<file path="config.mk">
export PLATFORM = sky130hd
export DESIGN_NAME = console_bridge
export DESIGN_NICKNAME = d
export VERILOG_FILES = /design/src/rtl/console_bridge.sv
export SDC_FILE = /design/constraint.sdc
export NUM_CORES = 1
export LEC_CHECK = 0
export BUFFER_PORTS_ARGS = -buffer_cell sky130_fd_sc_hd__buf_2
export CAP_MARGIN = 20
export CORE_ASPECT_RATIO = 0.8
export CORE_UTILIZATION = 41
export DETAILED_ROUTE_END_ITERATION = 6
export PLACE_DENSITY_LB_ADDON = 0.12
export REMOVE_ABC_BUFFERS = 1
export SLEW_MARGIN = 20
export SYNTH_ARGS = -nofsm -noshare
export SYNTH_HDL_FRONTEND = slang
export SYNTH_SLANG_ARGS = --single-unit
</file>
<file path="constraint.sdc">
create_clock -name clk -period 5.04 [get_ports clk]
set_input_delay 0.504 -clock clk [delete_from_list [all_inputs] [get_ports clk]]
set_output_delay 0.504 -clock clk [all_outputs]
set_load 0.01 [all_outputs]
</file>
<file path="src/rtl/console_bridge.sv">
// Memory-mapped console bridge: queues CPU console bytes in a FIFO and forwards
// them to the io sink at a paced rate. A power-off request waits until the FIFO is empty.
module console_bridge #(
  parameter int DEPTH     = 8,
  parameter int DRAIN_DIV = 4
) (
  input  logic        clk,
  input  logic        reset,
  input  logic [3:2]  cpu_address,
  input  logic [31:0] cpu_data_in,
  input  logic        cpu_write_enable,
  output logic [31:0] cpu_data_out,
  output logic        cpu_stall,
  output logic [31:0] io_memory_in,
  output logic [2:2]  io_address,
  output logic        io_write_enable
);
  localparam int PTR_W  = (DEPTH > 1) ? $clog2(DEPTH) : 1;
  localparam int CNT_W  = PTR_W + 1;
  localparam int PACE_W = (DRAIN_DIV > 1) ? $clog2(DRAIN_DIV) : 1;
  localparam logic [PACE_W-1:0] PACE_RELOAD = PACE_W'(DRAIN_DIV - 1);
  localparam logic [CNT_W-1:0]  FULL_CNT    = CNT_W'(DEPTH);

  typedef enum logic [1:0] {ST_RUN, ST_DRAIN, ST_OFF} state_t;

  state_t             state_q, state_d;
  logic [7:0]         mem [DEPTH];
  logic [PTR_W-1:0]   rd_ptr, wr_ptr;
  logic [CNT_W-1:0]   count;
  logic [PACE_W-1:0]  pace_cnt;
  logic               full, empty, slot;
  logic               wr_out, wr_pwr;
  logic               push, pop, pwr_pulse;
  logic               unused_data;

  assign unused_data = ^cpu_data_in[31:8];
  assign full   = (count == FULL_CNT);
  assign empty  = (count == '0);
  assign slot   = (pace_cnt == '0);
  assign wr_out = cpu_write_enable && (cpu_address == 2'd0);
  assign wr_pwr = cpu_write_enable && (cpu_address == 2'd1);

  // Decode against registered state only, so stall never depends on a same-cycle pop.
  always_comb begin
    state_d   = state_q;
    push      = 1'b0;
    pop       = 1'b0;
    pwr_pulse = 1'b0;
    cpu_stall = 1'b0;
    case (state_q)
      ST_RUN: begin
        pop       = slot && !empty;
        push      = wr_out && !full;
        cpu_stall = wr_out && full;
        if (wr_pwr) state_d = ST_DRAIN;
      end
      ST_DRAIN: begin
        pop = slot && !empty;
        if (slot && empty) begin
          pwr_pulse = 1'b1;
          state_d   = ST_OFF;
        end
      end
      default: ;
    endcase
  end

  always_comb begin
    cpu_data_out = '0;
    if (cpu_address == 2'd2)
      cpu_data_out = {16'b0, 8'(count), 5'b0, state_q == ST_OFF, full, empty};
  end

  always_ff @(posedge clk or posedge reset) begin
    if (reset) state_q <= ST_RUN;
    else       state_q <= state_d;
  end

  // FIFO storage carries no reset; validity is tracked by count and pointers.
  always_ff @(posedge clk) begin
    if (push) mem[wr_ptr] <= cpu_data_in[7:0];
  end

  always_ff @(posedge clk or posedge reset) begin
    if (reset) begin
      rd_ptr          <= '0;
      wr_ptr          <= '0;
      count           <= '0;
      pace_cnt        <= '0;
      io_write_enable <= 1'b0;
      io_address      <= 1'b0;
      io_memory_in    <= '0;
    end else begin
      if (push) wr_ptr <= wr_ptr + 1'b1;
      if (pop)  rd_ptr <= rd_ptr + 1'b1;
      case ({push, pop})
        2'b10:   count <= count + 1'b1;
        2'b01:   count <= count - 1'b1;
        default: ;
      endcase

      if (pop || pwr_pulse) pace_cnt <= PACE_RELOAD;
      else if (!slot)       pace_cnt <= pace_cnt - 1'b1;

      io_write_enable <= pop || pwr_pulse;
      if (pop) begin
        io_address   <= 1'b0;
        io_memory_in <= {24'b0, mem[rd_ptr]};
      end else if (pwr_pulse) begin
        io_address   <= 1'b1;
        io_memory_in <= '0;
      end
    end
  end
endmodule

</file>
## After elaboration in Yosys (flattened, before gate mapping)

Memories as Yosys holds them, arrays and structs flattened.
Index checks and enable logic that the tools add are counted.

- $add $sub $neg: 5
- Eq/ne operators: 10
- Multiplexer cells: 18
- Reductions and logical operators: 18

Operator list:

| kind | count |
|---|---|
| $mux W32 | 2 |
| $mux W12 | 1 |
| $mux W1 | 9 |
| $mux W2 | 4 |
| $pmux W4 S2 | 1 |
| $add A3 B1 Y3 const B | 2 |
| $eq A2 B1 Y1 const B | 3 |
| $eq A2 B2 Y1 const B | 3 |
| $logic_and A1 B1 Y1 | 6 |
| $logic_not A2 Y1 | 3 |
| $reduce_bool A2 Y1 | 3 |
| $add A4 B1 Y4 const B | 1 |
| $eq A4 B4 Y1 const B | 1 |
| $logic_not A4 Y1 | 1 |
| $ne A2 B2 Y1 const B | 2 |
| $pmux W2 S2 | 1 |
| $sub A4 B1 Y4 const B | 1 |
| $reduce_and A3 Y1 | 1 |
| $logic_not A1 Y1 | 2 |
| $ne A2 B1 Y1 const B | 1 |
| $reduce_or A2 Y1 | 1 |
| $sub A2 B1 Y2 const B | 1 |
| $logic_or A1 B1 Y1 | 1 |

- Register bits after elaboration: 48
- RAM bits: 64
- Output and inout bits: 67
- Logic and storage cells: 60
- Memories kept: 1

Memory list:

| memory | words | width | rd ports | clocked after Yosys merged registers in | write ports | RTL line | text |
|---|---|---|---|---|---|---|---|
| mem | 8 | 8 | 1 | 0 | 1 | 27 | `logic [7:0] mem [DEPTH];` |

## Depth between registers and ports, before layout

Gate-level depths: netlist of the first run.

- Depth after elaboration: 6
- Mapped depth: 12

## Worst setup path before layout of the first run

Ideal clock, no wire load.

- Path type: register to register
- Start point: reg count[1]
- End point: reg count[2]
- Setup time: 125 ps
- Arrival: 2417 ps
- Setup slack: 2497 ps
- Stages on the path, launching flop included: 13
- Buffers on the path: 3
- Period minus slack after synthesis: 2543 ps
- Cell sequence: dfrtp_1 buf_6 or4_4 buf_6 and2_4 buf_6 ha_1 xor2_1 ha_1 a21oi_1 xor2_1 nor2_1 xor2_1

- Cells in the longest elaborated chain, start to end: 6

RTL lines:

| element | RTL line | text |
|---|---|---|
| start, declared | 29 | `logic [CNT_W-1:0] count;` |
| start signal, assigned | 97 | `2'b10: count <= count + 1'b1;` |
| start signal, assigned | 98 | `2'b01: count <= count - 1'b1;` |
| $logic_not A4 Y1 * | 38 | `assign empty = (count == '0);` |
| $logic_not A1 Y1 * | 52, 58 |  |
| $logic_and A1 B1 Y1 * | 52, 58 |  |
| $mux W1 * | -- |  |
| named net pop | 33 | `logic push, pop, pwr_pulse;` |
| $eq A2 B1 Y1 / $eq A2 B2 Y1 (equally long branches) | 96 | `case ({push, pop})` |
| $pmux W4 S2 / $reduce_bool A2 Y1 (equally long branches) | -- |  |

The timed path passes the listed nets; every way through them passes the cells marked *.
A chain may end at the register's enable or synchronous reset.

## Worst setup path after layout of the first run

- Start point: reg state_q[1]
- End point: reg count[2]

- Cells in the longest elaborated chain, start to end: 5

RTL lines:

| element | RTL line | text |
|---|---|---|
| start, declared | 26 | `state_t state_q, state_d;` |
| start signal, assigned | 76 | `else state_q <= state_d;` |
| $eq A2 B1 Y1 / $logic_not A2 Y1 (equally long branches) | 50 | `case (state_q)` |
| $reduce_or A2 Y1 (no source line) | -- |  |
| $mux W1 | -- |  |
| $eq A2 B1 Y1 / $eq A2 B2 Y1 (equally long branches) | 96 |  |
| $pmux W4 S2 / $reduce_bool A2 Y1 (equally long branches) | -- |  |

Several ways; a longest one is shown, not always the timed one.

==> flow_summary.ini, run 1 <==
[run_status]
outcome = completed

[logic_synthesis]
synth-seq-cells = 88
synth-edff-count = 64
syn-cell-area_um2 = 4021
ys_seq_area_share_pct = 62.73
yosys.area.top_type = edfxtp_1
synth.area.top_cells = edfxtp_1, dfrtp_1, buf_4
synth_cell_type_count = 40
synth.avg_cell_area_um2 = 14.47
yosysMostFrequentCell = edfxtp_1
synthDominantCellAreaShare_pct = 47.79
ys_top_cells_by_count = edfxtp_1, buf_4, dfrtp_1, nand2_1, mux4_2
synthCells = 278
yosys_warnings = 0
async_flop_share_pct = 27.27
synth_ff_type = edfxtp_1

[worst_setup_path]
critPathRequiredTime_ns = 5.25
reg2reg_from = state_q[1]$_DFFE_PP0P_
cp-start-kind = flop
startpoint = state_q[1]$_DFFE_PP0P_
rr_worst_depth = 10
critPathKind = flop to flop
path_max_fanout = 7
worstSetupEndpointType = flop
crit_arrival_ns = 2.86

[clock_tree]
cts-htree-levels = 3
cts.sinks = 88
ctsResizeCount = 0
clk_pin_slew_worst_paths_ns = 0.06
cts-root-to-sink-buffers = 2
cts_root_buffer = clkbuf_16
cts_tree = yes
insertion_delay_ns = 0.34
cts-hold-fix-buffers = 0
cts_buffers = 9
cts_setup_buffers = 0

[route]
drtIter0Drc = 105
drt_first_pass_iters = 4
wl_met2_um = 3202
wl_met3_um = 468
routed_wl_um = 6742
vias = 2030
top_layer_used = met4
wl_per_cell_um = 15.64
ant_nets = 0
wl_met1_um = 3015
drcViolationCount = 0
via_per_inst = 4.710

[placed_design]
port_buffers = 30
place.gp.congestion = 0.6985
placed_cells = 414
dp_hpwl_um = 4237

[floorplan]
core_um2 = 9270
start_util_pct = 43.38
die_area_um2 = 10210
ios = 104
die_h_um = 90.58
die-width_um = 112.7
rows = 31

[pwr]
ir_worst_vdd_mv = 0.1744
swShare_pct = 29.77
p_leak_nw = 1.688
p_clk_share_pct = 27.6
pwr-share-comb_pct = 24.9
p_seq_share_pct = 47.5
p_sw_uw = 625.9
power_density_nw_per_um2 = 482.3
p_int_mw = 1.476

[finish]
nets = 354
fillers = 832
regArea_um2 = 2522
multiInputGateArea_um2 = 1230
diodes = 0
drive_above_1_share_pct = 21.20
syn_to_final_growth_pct = 8.401
stdcell_count = 431

[sta]
slew_violations = 0
fin_crit_ns = 2.647
period_share_pct = 52.51
finalHoldViolCount = 0
fmax_ghz = 0.3778
grt_setup_unrepaired = no
max_slew_margin_pct = 29.95
setup_tns_ns = 0
finalClockSkew_ns = 0.005613
setup_viol = 0
tightest_slew_ns = 1.047

[global_routing]
grt_pass1_wl_um = 10340
grt_overflow = 0
grt_max_degree = 25
antenna_found_initial = 0
grt_pass1_vias = 1832
grt.total_usage_pct = 14.15

[worst_hold_path]
min_path_type = input pin to async pin

[flow_run]
cap_violations = 0
## power by group through the flow
stage | registers [mW] | logic (mW) | clock network, mW
floorplan | 1.02 | 0.358 | 0
global placement | 1.02 | 0.528 | 0
detailed placement | 1.02 | 0.530 | 0
CTS | 1.00 | 0.532 | 0.597
global route | 1.02 | 0.587 | 0.621
finish | 0.999 | 0.524 | 0.579
## layout make-up
cell class	instances	share of cell area, %
Clock buffer	14	5.597
Clock inverter	2	0.1722
Inverter	5	0.4305
Multi-Input combinational cell	174	28.21
Sequential cell	88	57.86
Tap cell	115	3.301
Timing Repair Buffer	33	4.420
## worst max-delay path: stages, from the launching register on
cell and delay (ns):
dfrtp_1 0.43, or3b_1 0.42, nor4_2 0.34, inv_1 0.18
ha_1 0.31, xor2_1 0.17, ha_1 0.18, a21oi_1 0.14
xor2_1 0.15, nor2_1 0.06, xor2_1 0.14
## state kept, by name, summed over array words and instances, names as in the netlist
register and count:
wr_ptr 3, io_address 1, rd_ptr 3, mem 64, pace_cnt 2, count 4, io_memory_in 8, state_q 2
io_write_enable 1
## path summary, 6_finish.rpt
kind | slack (ns) | endpoint
min in group clk | 0.44 | mem[5][2]$_DFFE_PP_
worst min-delay path | 0.08 | io_memory_in[4]$_DFFE_PP0P_
max in group asynchronous | 4.58 | io_memory_in[2]$_DFFE_PP0P_
worst max-delay path | 2.39 | count[2]$_DFFE_PP0P_
worst min register to register | 0.47 | io_memory_in[4]$_DFFE_PP0P_
worst max register to register | 2.39 | count[2]$_DFFE_PP0P_
## metrics by stage
stage	cell area, um2	worst slack (ns)	hold WS, ns	utilization (%)	power (mW)
after floorplan	3766	2.539	0.4821	-	1.381
after global placement	4080	2.209	0.4616	44.01	1.543
after detailed placement	4080	2.163	0.4699	44.01	1.547
after CTS	4332	2.317	0.4327	46.73	2.132
after global routing	4359	2.196	0.08268	47.02	2.229
final	4359	2.393	0.08055	47.02	2.102
## layer usage
layer | GRT usage, % | vias to the layer above
li1 | - | 960
met1 | 18.35 | 988
met2 | 21.71 | 76
met3 | 5.973 | 6
met4 | 4.000 | 0
met5 | 0 | -
## placed cells by master (no fill, tap or decap), drive strengths merged
master,instances
a21oi,2
a31oi,1
a32oi,1
and2,5
and2b,1
buf,33
clkbuf,14
clkinv,3
conb,49
dfrtp,24
edfxtp,64
ha,6
inv,4
mux2,2
mux2i,1
mux4,16
nand2,21
nand2b,5
nor2,14
nor2b,9
nor3,4
nor3b,2
nor4,2
nor4b,1
o21ai,19
o21bai,1
o22ai,1
or3b,1
or4,1
xnor2,4
xor2,5
## cells by family (layout without fill, tap and decap cells)
kind of cell	count (synthesis)	after routing	share of synthesized area, %
flip-flops	88	88	62.73
AND/OR/NAND/NOR	66	66	8.588
buffers and inverters	64	54	11.29
AO/OA/AOI/OAI	25	25	3.609
multiplexers	19	19	9.863
XOR/XNOR	9	9	1.960
adder cells (fa/ha/maj)	6	6	1.867
other	1	49	0.09325
(Power assumes the default switching activity.)
==> run 2, diff against run 1 <==
- clock period: 5.04 -> 2.1 ns (I/O delays scaled with it)
==> flow_summary.ini, run 2 (synthesis results as in run 1) <==
[worst_setup_path]
crit_family = simple AND/OR/NAND/NOR gates
regToRegSetupSlack_ns = -0.05
critPathRequiredTime_ns = 2.32
path_buf_inv = 1
rr_worst_depth = 10
path_max_fanout = 2
crit_arrival_ns = 2.37
crit_path_frequent_cell = xor2_1
critPathKind = flop to flop
reg2reg_to = count[2]$_DFFE_PP0P_
cp.depth = 10
startpoint = state_q[1]$_DFFE_PP0P_
worstSetupEndpointType = flop
reg2reg_from = state_q[1]$_DFFE_PP0P_
critPathMaxStageDelay_ns = 0.39
critical_path.cell_chain = or3b_4 > nor4_4 > inv_2 > ha_4 > xor2_1 > ha_2 > a21oi_2 > xor2_1 > nor2_1 > xor2_1
worstSetupEndpoint = count[2]$_DFFE_PP0P_
critPathSlowestCell = or3b_4
cp-start-kind = flop

[pwr]
p_leak_nw = 1.941
pwr-share-comb_pct = 30.4
p_int_mw = 4.180
power_density_nw_per_um2 = 1214
swShare_pct = 28.76
p_clk_share_pct = 31.0
p_sw_mw = 1.687
p_seq_share_pct = 38.7
ir_worst_vdd_mv = 0.4850

[route]
drtIter0Drc = 98
vias = 2200
drt_first_pass_iters = 4
wl_per_cell_um = 15.45
ant_nets = 0
routed_wl_um = 7247
via_per_inst = 4.691
drcViolationCount = 0

[clock_tree]
clk_pin_slew_worst_paths_ns = 0.06
cts_tree = yes
cts_root_buffer = clkbuf_16
cts_buffers = 9
cts-root-to-sink-buffers = 2
cts.sinks = 88
cts-htree-levels = 3
insertion_delay_ns = 0.34

[placed_design]
pre_cts_ws_ns = -0.2839
place.gp.congestion = 0.7694
port_buffers = 30
placed_cell_area_um2 = 4328
dp_hpwl_um = 4695

[sta]
grt_setup_unrepaired = yes
max_slew_margin_pct = 62.76
setup_viol = 2
finalHoldViolCount = 0
period_share_pct = 102.3
finalClockSkew_ns = 0.006007
timing.hold.ws_ns = 0.1423
slew_violations = 0
fmax_ghz = 0.4655
tightest_slew_ns = 0.5586
fin_crit_ns = 2.148
layout_setup_ws_ns = -0.04841

[finish]
layout_commonest_cell = edfxtp_1
largest_reg_flops = 64
top_regs = mem x64, io_memory_in x8, count x4
diodes = 0
regArea_um2 = 2522
drive_above_1_share_pct = 35.31
nets = 392
multiInputGateArea_um2 = 1319
syn_to_final_growth_pct = 20.16
regMostFlops = mem
final_cell_mix = edfxtp_1, conb_1, buf_4
fillers = 796
fin_area_um2 = 4832

[global_routing]
antenna_found_initial = 0
grt_pass1_vias = 2098
grt.total_usage_pct = 15.34
grt_overflow = 0
grt_pass1_wl_um = 11480
grt_max_degree = 25

[floorplan]
die-width_um = 112.7
rows = 31
core_um2 = 9270
start_util_pct = 43.38
die_area_um2 = 10210
ios = 104
die_h_um = 90.58

[worst_hold_path]
min_path_type = input pin to flop

[run_status]
outcome = finished with violations
violations = negative setup slack

[flow_run]
cap_violations = 0
[run 2: changes by cell type in the layout (fill, tap and decap cells not counted), sizes merged]
cell         delta
buf            +37
clkbuf          -5
bufinv          +3
clkinv          -2
clkinvlp        +2
inv             +2
dlygate4sd3     +1
[run 2: per-layer routing]
layer	track usage [%]	vias to the layer above	wire length [um]
li1	-	1039	-
met1	20.98	1096	3390
met2	23.71	58	3497
met3	4.430	7	290
met4	4.667	0	68
met5	0	-	0
[run 2: metrics by stage]
step | power (mW) | TNS [ns] | utilization, % | instances
6_report | 5.868 | -0.07409 | 52.13 | 469
5_1_grt | 6.190 | -0.3048 | 52.13 | 469
4_1_cts | 5.871 | -0.3265 | 51.59 | 467
3_5_place_dp | 3.957 | -0.8114 | 46.69 | 446
3_3_place_gp | 3.936 | -0.5012 | 46.69 | 446
2_1_floorplan | 3.314 | -3.085 | - | 267
[run 2: layout make-up]
cell class              instances  share of cell area (%)
repair buffers                 71                   10.02
clock inverters                 7                   2.460
well taps                     115                   2.978
multi-input cells             174                   27.29
flip-flops and latches         88                   52.20
clock buffers                   9                   4.661
inverters                       5                  0.3884
[run 2: how the worst min path moves through the flow]
stage / start / endpoint / slack (ns) / cells after the start
finish: cpu_data_in[4] / mem[1][4]$_DFFE_PP_ / 0.14 / 1
global placement: reset / io_write_enable$_DFF_PP0_ / 0.29 / 3
global route: cpu_data_in[6] / mem[1][6]$_DFFE_PP_ / 0.15 / 1
CTS: cpu_data_in[4] / mem[1][4]$_DFFE_PP_ / 0.14 / 1
floorplan: reset / count[0]$_DFFE_PP0P_ / 0.22 / 1
detailed placement: reset / pace_cnt[1]$_DFFE_PP0P_ / 0.30 / 3
[run 2: power groups by stage]
stage	sequential, mW	clock, mW	combinational, mW
global route	2.30	1.93	1.97
CTS	2.27	1.86	1.75
floorplan	2.46	0	0.859
finish	2.27	1.82	1.78
detailed placement	2.31	0	1.65
global placement	2.30	0	1.63
[run 2: timing repair]
action                     4_1_cts  5_1_grt
buffers inserted                 4        2
hold endpoints to repair        24        0
setup endpoints to repair       14       68
hold buffers                     1        0
gates resized for setup         16        7
pin swaps                        7        4
==> run 3, diff against run 2 <==
--- a/constraint.sdc
+++ b/constraint.sdc
@@ -3,2 +3,2 @@
 set_output_delay 0.21 -clock clk [all_outputs]
-set_load 0.01 [all_outputs]
+set_load 0.05 [all_outputs]
==> flow_summary.ini, run 3 (synthesis results as in run 1) <==
[floorplan]
core_um2 = 9270
rows = 31
die_h_um = 90.58
ios = 104
die-width_um = 112.7
start_util_pct = 43.38
die_area_um2 = 10210

[finish]
nets = 392
fin_area_um2 = 4835
syn_to_final_growth_pct = 20.22
drive_above_1_share_pct = 35.31
layout_commonest_cell = edfxtp_1
final_cell_mix = edfxtp_1, conb_1, buf_4
diodes = 0
regMostFlops = mem
stdcell_count = 469
largest_reg_flops = 64
fillers = 796
top_regs = mem x64, io_memory_in x8, count x4

[route]
ant_nets = 0
vias = 2200
wl_per_cell_um = 15.46
drcViolationCount = 0
routed_wl_um = 7249
via_per_inst = 4.691
drtIter0Drc = 98
drt_first_pass_iters = 4

[placed_design]
port_buffers = 30
dp_hpwl_um = 4695
placed_cells = 446
place.gp.congestion = 0.7694
placed_cell_area_um2 = 4328

[global_routing]
grt.total_usage_pct = 15.34
antenna_found_initial = 0
grt_pass1_vias = 2098
grt_pass1_wl_um = 11480
grt_overflow = 0
grt_max_degree = 25

[pwr]
ir_worst_vdd_mv = 0.4851
p_leak_nw = 1.941
p_total_mw = 6.329
power_density_nw_per_um2 = 1309

[worst_hold_path]
min_path_type = input pin to flop

[sta]
finalHoldViolCount = 0
layout_setup_ws_ns = -0.04838
finalClockSkew_ns = 0.006007
setup_viol = 2
fmax_ghz = 0.4655
tightest_slew_ns = 0.5586
max_slew_margin_pct = 62.76
grt_setup_unrepaired = yes
period_share_pct = 102.3
fin_crit_ns = 2.148
slew_violations = 0

[clock_tree]
cts-htree-levels = 3
cts.sinks = 88
cts-root-to-sink-buffers = 2
cts_buffers = 9
cts_root_buffer = clkbuf_16
clk_pin_slew_worst_paths_ns = 0.06
insertion_delay_ns = 0.34
cts_tree = yes

[worst_setup_path]
crit_arrival_ns = 2.37
worstSetupEndpointType = flop
critical_path.cell_chain = or3b_4 > nor4_4 > inv_2 > ha_4 > xor2_1 > ha_2 > a21oi_2 > xor2_1 > nor2_1 > xor2_1
path_max_fanout = 2
crit_path_frequent_cell = xor2_1
critPathMaxStageDelay_ns = 0.39
critPathKind = flop to flop
cp-start-kind = flop
critPathSlowestCell = or3b_4
critPathRequiredTime_ns = 2.32

[run_status]
violations = negative setup slack
outcome = finished with violations

[flow_run]
cap_violations = 0
-- run 3: cell count changes in the layout (fill, tap and decap cells not counted) --
cell,before,now
buf_2,30,29
buf_4,36,37
-- run 3: metal layers --
layer,part of all wire [%],GRT usage [%]
met5,0,0
met4,0.94,4.667
met3,4.0,4.430
met2,48,23.71
met1,47,20.98
-- run 3: metrics by stage --
| step | setup WS [ns] | TNS, ns | hold WS [ns] | utilization, % |
|---|---|---|---|---|
| 2_1_floorplan | -0.3730 | -3.458 | 0.2246 | - |
| 3_3_place_gp | -0.2346 | -0.5012 | 0.2909 | 46.69 |
| 3_5_place_dp | -0.2839 | -0.8114 | 0.3012 | 46.69 |
| 4_1_cts | -0.1545 | -0.3265 | 0.1357 | 51.59 |
| 5_1_grt | -0.1305 | -0.3585 | 0.1472 | 52.15 |
| 6_report | -0.04838 | -0.07404 | 0.1423 | 52.15 |
-- run 3: cell type report --
| class | count | area, um2 | share of cell area (%) |
|---|---|---|---|
| clock inverters | 7 | 118.9 | 2.459 |
| multi-input cells | 174 | 1319 | 27.28 |
| repair buffers | 71 | 486.7 | 10.07 |
| well taps | 115 | 143.9 | 2.976 |
| flip-flops and latches | 88 | 2522 | 52.17 |
| clock buffers | 9 | 225.2 | 4.658 |
| inverters | 5 | 18.77 | 0.3882 |
-- run 3: repair_timing --
item,CTS,global route
endpoints found under the hold margin,24,0
setup endpoints to repair,14,69
pin swaps,7,4
gates resized for setup,16,9
buffers inserted,4,2
gates cloned,0,0
hold buffers,1,0
-- run 3: path summary, 6_finish.rpt --
path	startpoint	end	slack, ns	cells after the start
worst max-delay path	state_q[1]$_DFFE_PP0P_	count[2]$_DFFE_PP0P_	-0.05	10
worst min-delay path	cpu_data_in[4]	mem[1][4]$_DFFE_PP_	0.14	1
worst max register to register	state_q[1]$_DFFE_PP0P_	count[2]$_DFFE_PP0P_	-0.05	10
worst min register to register	io_memory_in[6]$_DFFE_PP0P_	io_memory_in[6]$_DFFE_PP0P_	0.47	2
max in group asynchronous	reset	io_memory_in[3]$_DFFE_PP0P_	1.36	4
min in group asynchronous	reset	io_write_enable$_DFF_PP0_	0.48	4
-- run 3: where the power goes --
| part | leakage (nW) | switching (mW) | internal (mW) |
|---|---|---|---|
| sequential | 0.868 | 0.185 | 2.08 |
| combinational | 0.911 | 1.31 | 0.935 |
| clock | 0.162 | 0.654 | 1.16 |
-- run 3: worst max-delay path, delay by kind of cell, from the launching register on --
kind	cells	cell delay, ns
simple gates	3	0.67
compound gates	1	0.11
xor+xnor	3	0.44
flops	1	0.38
buf+inv	1	0.09
fa+ha+maj	2	0.34
